### config.mk
export PLATFORM = sky130hd
export DESIGN_NAME = act_vec_sched
export DESIGN_NICKNAME = d
export VERILOG_FILES = /design/src/rtl/act_vec_sched.sv
export SDC_FILE = /design/constraint.sdc
export NUM_CORES = 1
export LEC_CHECK = 0
export ABC_AREA = 1
export ABC_CLOCK_PERIOD_IN_PS = 4860
export CORE_UTILIZATION = 23
export DETAILED_ROUTE_END_ITERATION = 10
export RECOVER_POWER = 50
export SYNTH_ARGS = -nofsm -noshare
export SYNTH_HDL_FRONTEND = slang
export SYNTH_SLANG_ARGS = --single-unit
### constraint.sdc
create_clock -name clk -period 4.86 [get_ports clk]
set_input_delay 0.972 -clock clk [delete_from_list [all_inputs] [get_ports clk]]
set_output_delay 0.972 -clock clk [all_outputs]
set_load 0.02 [all_outputs]
### src/rtl/act_vec_sched.sv
// Streams an N-element float vector through one shared start/done activation unit; done at 1+N*(L+1) cycles.
// Define ACT_TIMEOUT_EN to replace a missing act_done with a quiet NaN after TIMEOUT wait cycles and raise error.
module act_vec_sched #(
  parameter int S       = 32,
  parameter int N       = 4,
  parameter int TIMEOUT = 64
) (
  input  logic           clk,
  input  logic           rst_n,
  input  logic           start,
  input  logic [S*N-1:0] x,
  output logic [S*N-1:0] y,
  output logic           busy,
  output logic           done,
  output logic           act_start,
  output logic [S-1:0]   act_x,
  input  logic [S-1:0]   act_y,
  input  logic           act_done,
  output logic           error
);

  localparam int IW = (N > 1) ? $clog2(N) : 1;

  localparam logic [1:0] ST_IDLE  = 2'd0;
  localparam logic [1:0] ST_ISSUE = 2'd1;
  localparam logic [1:0] ST_WAIT  = 2'd2;
  localparam logic [1:0] ST_FIN   = 2'd3;

  logic [1:0]     state, state_nxt;
  logic [IW-1:0]  idx, idx_inc;
  logic [S*N-1:0] xbuf, ybuf, ybuf_nxt;
  logic [S-1:0]   elem_val;
  logic           elem_done, tmo, last;

`ifdef ACT_TIMEOUT_EN
  localparam int CW = $clog2(TIMEOUT + 1);
  localparam int EW = (S == 64) ? 11 : (S == 16) ? 5 : 8;
  localparam logic [S-1:0] ONE  = {{(S-1){1'b0}}, 1'b1};
  // sign 0, exponent all ones, mantissa MSB set
  localparam logic [S-1:0] QNAN = (ONE << (S-1)) - (ONE << (S-2-EW));

  logic [CW-1:0] wcnt;

  assign tmo      = (state == ST_WAIT) && !act_done && (wcnt == CW'(TIMEOUT - 1));
  assign elem_val = act_done ? act_y : QNAN;

  always_ff @(posedge clk or negedge rst_n) begin
    if (!rst_n) begin
      wcnt  <= '0;
      error <= 1'b0;
    end else begin
      if (state == ST_ISSUE)
        wcnt <= '0;
      else if (state == ST_WAIT)
        wcnt <= wcnt + CW'(1);
      if (state == ST_IDLE && start)
        error <= 1'b0;
      else if (tmo)
        error <= 1'b1;
    end
  end
`else
  assign tmo      = 1'b0;
  assign elem_val = act_y;
  assign error    = 1'b0;
`endif

  assign elem_done = (state == ST_WAIT) && (act_done || tmo);
  assign last      = (idx == IW'(N - 1));
  assign idx_inc   = last ? idx : idx + IW'(1);

  always_comb begin
    ybuf_nxt = ybuf;
    ybuf_nxt[S*int'(idx) +: S] = elem_val;
  end

  always_comb begin
    state_nxt = state;
    case (state)
      ST_IDLE:  if (start) state_nxt = ST_ISSUE;
      ST_ISSUE: state_nxt = ST_WAIT;
      ST_WAIT:  if (elem_done) state_nxt = last ? ST_FIN : ST_ISSUE;
      ST_FIN:   state_nxt = ST_IDLE;
      default:  state_nxt = ST_IDLE;
    endcase
  end

  // status outputs are flops decoded from the next state
  always_ff @(posedge clk or negedge rst_n) begin
    if (!rst_n) begin
      state     <= ST_IDLE;
      busy      <= 1'b0;
      done      <= 1'b0;
      act_start <= 1'b0;
    end else begin
      state     <= state_nxt;
      busy      <= (state_nxt != ST_IDLE);
      done      <= (state_nxt == ST_FIN);
      act_start <= (state_nxt == ST_ISSUE);
    end
  end

  always_ff @(posedge clk or negedge rst_n) begin
    if (!rst_n) begin
      idx   <= '0;
      xbuf  <= '0;
      ybuf  <= '0;
      y     <= '0;
      act_x <= '0;
    end else begin
      case (state)
        ST_IDLE: begin
          if (start) begin
            xbuf  <= x;
            idx   <= '0;
            ybuf  <= '0;
            act_x <= x[S-1:0];
          end
        end
        ST_WAIT: begin
          if (elem_done) begin
            ybuf <= ybuf_nxt;
            // whole vector lands on the edge into FIN, so y is valid with done
            if (last) begin
              y <= ybuf_nxt;
            end else begin
              idx   <= idx_inc;
              act_x <= xbuf[S*int'(idx_inc) +: S];
            end
          end
        end
        default: ;
      endcase
    end
  end

endmodule

==> flow_summary_export.csv <==
group,metric,value,unit
synth,synth_top_area_cell,"dfrtp_1",
cts,htree_levels,2,
global_route,grtUsageMet1,0.2141,
run,maxCapViolCount,1,
cts,cts_sinks,391,
timing,fin_crit,3.150,ns
cts,cts_tree,"done",
cts,cts_root_buf,"clkbuf_16",
cts,clk_pin_slew,0.06,ns
layout,final_nets,2827,
global_route,grt_util_met2,0.2483,
floorplanning,die_w,279.8,um
layout,areaGrowthSynthToFinish,32.47,%
layout,finalNonFillerCells,3725,
layout,final_core_util,0.3086,
placement,io_buffer_count,326,
global_route,grt_util_met3,0.03837,
floorplanning,ioPinCount,328,
cts,cts.hold.buffers_added,0,
critical_path,cp-start-kind,"input port",
detailed_routing,first_pass_iters,5,
global_route,busiest_layer,"met2",
cts,cts_buffers,46,
detailed_routing,num_vias,16110,
synth,yosys_warnings,0,
layout,final_cell_mix,"1481 x nand2_1, 391 x dfrtp_1, 324 x clkdlybuf4s50_1",
synth,synth_cells,2396,
synth,yosysSeqAreaShare,0.5511,
cts,clock_latency,0.59,ns
layout,final_common_cell,"nand2_1",
status,failed_checks,"max-capacitance violations, max-slew violations",
detailed_routing,wl_per_cell,16.66,um
cts,cts_resized,0,
status,run_status,"finished with violations",
timing,slew_violations,86,
placement,dpl.hpwl,41.36,mm
synth,async_flop_share,1.000,
synth,syn_area,17750,um^2
critical_path,crit_path_max_fanout,35,
timing,worst_slack,1.710,ns
timing,timing.hold.ws,0.4709,ns
global_route,grt_pass1_vias,15670,
global_route,grt_pass1_wl,95.32,mm
placement,dp_cells,3639,
global_route,grt.overflow.total,0,
global_route,grt_max_degree,162,
placement,post-place-ws,1.335,ns
layout,fillCellCount,8143,
synth,synth-edff-count,0,
cts,cts_setup_buffers,0,
timing,tns,0,ns
floorplanning,start_util,0.2330,
floorplanning,die_y,279.8,um
placement,gp_congestion,0.7974,
detailed_routing,wl,62.08,mm
synth,synth_cell_types,20,
critical_path,cp.required,5.37,ns
layout,seq_area,9784,um^2
synth,syn_area_per_cell,7.410,um^2
floorplanning,design.die.area,78300,um^2
timing,finalSetupViolations,0,
power,cellPowerDensity,517.1,nW/um^2
detailed_routing,drc_errors,0,
synth,synth_seq_cells,391,
power,ir_worst_vdd,350.0,uV
cts,cts_buffer_depth,3,
hold_path,hp-class,"flop to flop",
synth,yosys-top-cells-area,"dfrtp_1 55%, nand2_1 31%, nand3_1 2.7%",
timing,max_slew.worst_pin.slew,2.489,ns
timing,rsz0062_at_grt,"no",
floorplanning,rows,101,
synth,ys.flop_type,"dfrtp_1",
layout,drive_above_1_share,0.04157,
detailed_routing,antenna_left,0,
critical_path,cp-end-kind,"flop",
timing,period_share,0.6482,
timing,max_freq,0.3174,GHz
global_route,antenna_found_initial,3,
power,cellLeakagePower,0.01195,uW
timing,fin_worst_skew,0.02386,ns
floorplanning,core-area,76200,um^2
global_route,grtUsageTotal,0.1567,
layout,multi_input_area,7159,um^2
detailed_routing,drt_iter0_markers,1515,
timing,relSlewSlack,-0.6594,
detailed_routing,via_per_inst,4.324,
timing,finalHoldViolations,0,
synth,syn_nets,2566,
synth,yosys.area.top_type_share,0.5511,
critical_path,worstPathArrival,3.66,ns
critical_path,critical_path_class,"input port to flop",
-- per-stage QoR --
step           power, uW  instance area (um^2)
2_1_floorplan       7109                 17750
3_3_place_gp        8708                 22040
3_5_place_dp        8741                 22040
4_1_cts            12320                 23540
5_1_grt            12980                 23520
6_report           12160                 23520
-- critical path, cell delays in order --
cell           delay, ns
dlygate4sd3_1       0.57
nand3_1             0.22
nand2_1             0.19
inv_1               0.96
buf_4               0.53
nand2_1             0.11
nand2_1             0.08
-- power breakdown --
| part | switching, uW | total [uW] | internal (uW) |
|---|---|---|---|
| Combinational | 2740 | 4080 | 1340 |
| Clock | 1450 | 3510 | 2050 |
| Sequential | 492 | 4570 | 4080 |
| Total | 4690 | 12200 | 7480 |
-- cells by family after synthesis --
| group | after synthesis | share of synthesized area |
|---|---|---|
| adder cells (fa/ha/maj) | 6 | 0.004229 |
| AND/OR/NAND/NOR | 1674 | 0.3618 |
| flip-flops | 391 | 0.5511 |
| buffers and inverters | 194 | 0.04602 |
| other | 1 | 0.0002112 |
| AO/OA/AOI/OAI | 130 | 0.03665 |
-- flip-flops by register name, indices dropped and copies added, names as in the netlist --
| name | cells |
|---|---|
| busy | 1 |
| act_x | 32 |
| ybuf | 96 |
| y | 128 |
| done | 1 |
| idx | 2 |
| state | 2 |
| xbuf | 128 |
| act_start | 1 |
-- area by class of cell --
| cell class | count | share of cell area |
|---|---|---|
| multi-input combinational | 1811 | 0.3044 |
| clock inverter | 13 | 0.006970 |
| clock buffer | 72 | 0.05693 |
| timing repair buffer | 357 | 0.1525 |
| inverter | 50 | 0.008193 |
| antenna | 1 | 0.0001064 |
| sequential | 391 | 0.4160 |
| tap | 1030 | 0.05480 |
-- synthesized netlist by cell type, types with 7 or more instances --
master and count:
clkbuf_1 79, nor2_1 93, nand3_1 95, buf_4 7, a21oi_1 32, buf_2 44
inv_1 44, nand2_1 1481, o21ai_0 94, dfrtp_1 391, buf_1 13
-- routing by layer --
layer  share of wire  vias up
met5         0.00055        -
met4           0.017        6
met3           0.081       75
met2            0.45      619
met1            0.45     7557
li1                -     7849
-- final timing paths --
check	from	depth (start not counted)	slack (ns)	to
worst min-delay path	ybuf[13]$_DFFE_PN0P_	2	0.47	ybuf[13]$_DFFE_PN0P_
max in group asynchronous	rst_n	1	2.24	y[9]$_DFFE_PN0P_
worst min register to register	ybuf[13]$_DFFE_PN0P_	2	0.47	ybuf[13]$_DFFE_PN0P_
worst max-delay path	start	7	1.71	ybuf[5]$_DFFE_PN0P_
min in group asynchronous	rst_n	1	1.13	ybuf[60]$_DFFE_PN0P_
worst max register to register	idx[0]$_DFFE_PN0P_	11	1.78	act_x[7]$_DFFE_PN0P_
No activity file was read; power rests on OpenSTA's default activity.
